`config.mk`:
```
export PLATFORM = sky130hd
export DESIGN_NAME = sang_dan_10_flat
export DESIGN_NICKNAME = d
export VERILOG_FILES = /design/src/rtl/sang_dan_10_if.sv /design/src/rtl/sang_dan_10.sv /design/src/flat_wrapper.sv
export SDC_FILE = /design/constraint.sdc
export NUM_CORES = 1
export LEC_CHECK = 0
export CAP_MARGIN = 20
export CORE_MARGIN = 2
export CORE_UTILIZATION = 25
export CTS_CLUSTER_DIAMETER = 200
export DETAILED_ROUTE_END_ITERATION = 12
export SLEW_MARGIN = 10
export SYNTH_ARGS = -nofsm -noshare
export SYNTH_HDL_FRONTEND = slang
export SYNTH_SLANG_ARGS = --single-unit
```
`constraint.sdc`:
```
create_clock -name clk -period 3.5 [get_ports clk]
set_clock_uncertainty 0.2 [all_clocks]
set_input_delay 0.7 -clock clk [delete_from_list [all_inputs] [get_ports clk]]
set_output_delay 0.7 -clock clk [all_outputs]
set_load 0.02 [all_outputs]
```
`src/rtl/sang_dan_10_if.sv`:
```
// LED bank bus for the sang_dan_10 chaser: the block drives, the board (or bench) observes.
interface sang_dan_10_if;
  logic [7:0] led;

  modport master (output led);
  modport slave  (input  led);
endinterface

```
`src/rtl/sang_dan_10.sv`:
```
// LED chaser "sang dan" pattern 10: a prescaler paces a 32-step fill/clear
// sequence that is registered straight onto the 8 LED pins.
module sang_dan_10 #(
  parameter int unsigned DIV = 25_000_000
) (
  input  logic          clk,
  input  logic          rst_n,
  sang_dan_10_if.master led
);

  localparam int unsigned CW = (DIV > 1) ? $clog2(DIV) : 1;

  logic [CW-1:0] cnt_reg, cnt_next;
  logic [4:0]    idx_reg, idx_next;
  logic [7:0]    led_reg, led_next;
  logic          tick;

  logic [1:0]    phase;
  logic [2:0]    step;
  logic [7:0]    fill_lo;
  logic [7:0]    fill_hi;
  logic [7:0]    pattern;

  // Prescaler wraps and ticks in the same cycle.
  always_comb begin
    tick     = (cnt_reg == CW'(DIV - 1));
    cnt_next = tick ? '0 : cnt_reg + CW'(1);
    idx_next = tick ? idx_reg + 5'd1 : idx_reg;
  end

  assign phase = idx_next[4:3];
  assign step  = idx_next[2:0];

  // fill_lo: bits 0..step lit; fill_hi: bits (7-step)..7 lit.
  // The four phases are these two masks and their complements.
  generate
    for (genvar gi = 0; gi < 8; gi++) begin : g_mask
      assign fill_lo[gi] = (4'(gi) <= {1'b0, step});
      assign fill_hi[gi] = ((4'(gi) + {1'b0, step}) >= 4'd7);
    end
  endgenerate

  always_comb begin
    pattern = 8'h00;
    case (phase)
      2'd0:    pattern = fill_lo;
      2'd1:    pattern = ~fill_hi;
      2'd2:    pattern = fill_hi;
      default: pattern = ~fill_lo;
    endcase
  end

  always_comb begin
    led_next = tick ? pattern : led_reg;
  end

  // idx resets to 31 so the first tick lands on step 0.
  always_ff @(posedge clk) begin
    if (!rst_n) begin
      cnt_reg <= '0;
      idx_reg <= 5'd31;
      led_reg <= 8'h00;
    end else begin
      cnt_reg <= cnt_next;
      idx_reg <= idx_next;
      led_reg <= led_next;
    end
  end

  assign led.led = led_reg;

endmodule

```
`src/flat_wrapper.sv`:
```
// flat-port wrapper written by rule: the top's interface ports become plain ports
module sang_dan_10_flat 
#(
  parameter int unsigned DIV = 25_000_000
)
  (clk, rst_n, led_led);
  sang_dan_10_if led_i ();
  input  logic clk;
  input  logic rst_n;
  output wire logic [$bits(led_i.led)-1:0] led_led;
  assign led_led = led_i.led;
  sang_dan_10 #(.DIV(DIV)) u_core (.clk(clk), .rst_n(rst_n), .led(led_i));
endmodule
```
==> impl_metrics.toml <==
[cts]
hold_buffers = 0
cts_tree = "done"
clk_latency_ns = 0.30
postCtsSetupBuffers = 0
clkTransAtPathRegs_ns = 0.08
htreeDepth = 2
ctsRootBufferMaster = "clkbuf_8"
cts.sinks = 38
numCtsBuffers = 5
cts.path.max_buffers = 2

[global_routing]
grt_pass1_wl_um = 8570
grt_max_degree = 24
track_usage_pct = 10.8
grt-ovfl-total = 0
grt_pass1_vias = 1872
antenna_found_initial = 0

[floorplan]
dieArea_mm2 = 0.00955
core_mm2 = 0.00864
fp-row-count = 34
die_w_um = 97.7
ios = 10
start_util_pct = 25.4
die_h_um = 97.7

[finish]
areaGrowthSynthToFinish_pct = 16.1
n_antenna_cell = 0
fin_area_mm2 = 0.00255
postLayoutCoreUtil_pct = 29.5
nNetsFinal = 284
largest_reg_flops = 25
final_layout_size_suffix_gt1_share_pct = 12.4

[timing]
tns_ns = 0
setup_ws_ns = 0.258
fin_crit_ns = 3.24
finalCritPeriodShare_pct = 92.6
slew_violations = 0
rsz0062_at_grt = "no"
worst_pin_slew_ns = 0.766
slew_headroom_pct = 48.8
finalHoldViolations = 0
max_freq_ghz = 0.308
setup_viol = 0

[synth]
seq_area_frac_synth_pct = 34.6
syn_area_mm2 = 0.00220
yosys_warnings = 0
netlist_instances = 257
synth_area_leader_cell = "dfxtp_1"
synth.top_cell.area_share_pct = 34.6
yosysMostFrequentCell = "dfxtp_1"
syn-num-nets = 268
synth_edf_count = 0
synth-seq-cells = 38
syn_area_per_cell_um2 = 8.54
yosys-top-cells-area = "dfxtp_1 35%, xor2_1 6.8%, ha_1 5.1%"
ys_types = 51
synthArstFlopShare_pct = 0
synthFlopType = "dfxtp_1"
ys_top_cells_by_count = "38 x dfxtp_1, 29 x nand2_1, 27 x nor2_1, 18 x nand3_1, 17 x xor2_1"

[place]
finalWeightedCongestion = 0.878
dpl_cell_area_mm2 = 0.00245
dp_hpwl_um = 3600
numPortBuffers = 9
pre_cts_ws_ns = 0.298

[detailed_routing]
avgViaCountPerCell = 4.99
drc_errors = 0
wl_met1_um = 2410
met2_length_um = 2210
vias = 1907
wl_met3_um = 230
dr.first_iter.drc_count = 60
wl_per_cell_um = 12.9
wirelength_um = 4940
highest_layer = "met4"
drtAntennaViolNets = 0
drt_pass1_iterations = 4

[critical_path]
cp-start-kind = "register"
crit_family = "simple AND/OR/NAND/NOR gates"
worst-path-buf-inv = 2
cp.depth = 12
worstPathCellList = "ha_1, inv_1, or4_1, and2_4, inv_1, ha_1, nand2_1, a211oi_1, nor4_1, a41oi_1, nor3_1, o31a_1"
path_max_fanout = 6
critPathRequiredTime_ns = 3.50
cp_slowest_cell = "or4_1"
cp-end-kind = "register"
rr_worst_depth = 12
crit_type = "reg -> reg"
critPathArrivalTime_ns = 3.24
crit_path_max_incr_delay_ns = 0.57

[hold_path]
hold_depth = 1
hold_path_class = "reg -> reg"

[power]
irDropWorstVdd_mv = 0.121
finalPower_uw = 781
p_per_area_mw_per_mm2 = 306
leakagePower_uw = 0.000924

[job]
cap_violations = 0

[status]
outcome = "finished, final reports clean"
## path summary, 6_finish.rpt
kind | from | to | slack (ns)
worst max-delay path | u_core.idx_reg[1] | u_core.led.led[1] | 0.26
worst min-delay path | u_core.cnt_reg[0] | u_core.cnt_reg[0] | 0.26
worst max register to register | u_core.idx_reg[1] | u_core.led.led[1] | 0.26
worst min register to register | u_core.cnt_reg[0] | u_core.cnt_reg[0] | 0.26
## stage by stage
step | hold slack (ns) | instances
6_report | 0.262 | 382
5_1_grt | 0.281 | 382
4_1_cts | 0.267 | 382
3_5_place_dp | 0.249 | 374
3_3_place_gp | 0.243 | 374
2_1_floorplan | 0.226 | 257
## worst register-to-register path, delay by kind of cell (launching register included)
kind / cells / cell delay (ns)
and+or+nand+nor: 5 / 1.00
AOI/OAI and AO/OA: 3 / 0.78
adders and majority gates: 2 / 0.51
DFF: 1 / 0.46
buffers and inverters: 2 / 0.20
## what timing repair did
item | 4_1_cts | 5_1_grt
resized for setup | 0 | 3
hold endpoints to repair | 0 | 0
setup endpoints to repair | 0 | 1
## per-layer routing
metal  global-route usage, %  up-vias
met2                    17.4       42
met4                    3.21        0
met3                    2.66       13
li1                        -      963
met5                       0        -
met1                    14.2      889
## cells in the final DEF, fill, tap and decap left out, types with 8 or more instances in the layout
cell / Yosys / layout
buf_4: 0 / 10
dfxtp_1: 38 / 38
nor2_1: 27 / 27
mux2i_1: 10 / 10
ha_1: 9 / 9
o21ai_0: 8 / 8
xor2_1: 17 / 17
nand2_1: 29 / 29
clkdlybuf4s50_1: 0 / 9
nand3_1: 18 / 18
## logic make-up after synthesis
logic type      synth area share, %
xor+xnor                       7.98
flops                          34.6
mux                            5.75
fa+ha+maj                      5.13
buf+inv                        3.48
compound gates                 11.9
simple gates                   31.2
## power breakdown
group	internal [uW]	switching [uW]
registers	435	2.45
logic	4.82	9.60
clock network	158	170
## area by class of cell
class                           instances  area (um2)
Inverter                                7        26.3
Tap cell                              108         135
Fill cell                             932        6090
Sequential cell                        38         761
Clock inverter                          2        12.5
Clock buffer                            6        82.6
Timing Repair Buffer                   19         165
Multi-Input combinational cell        202        1370
Note: power is estimated with default switching activity, not from simulation.
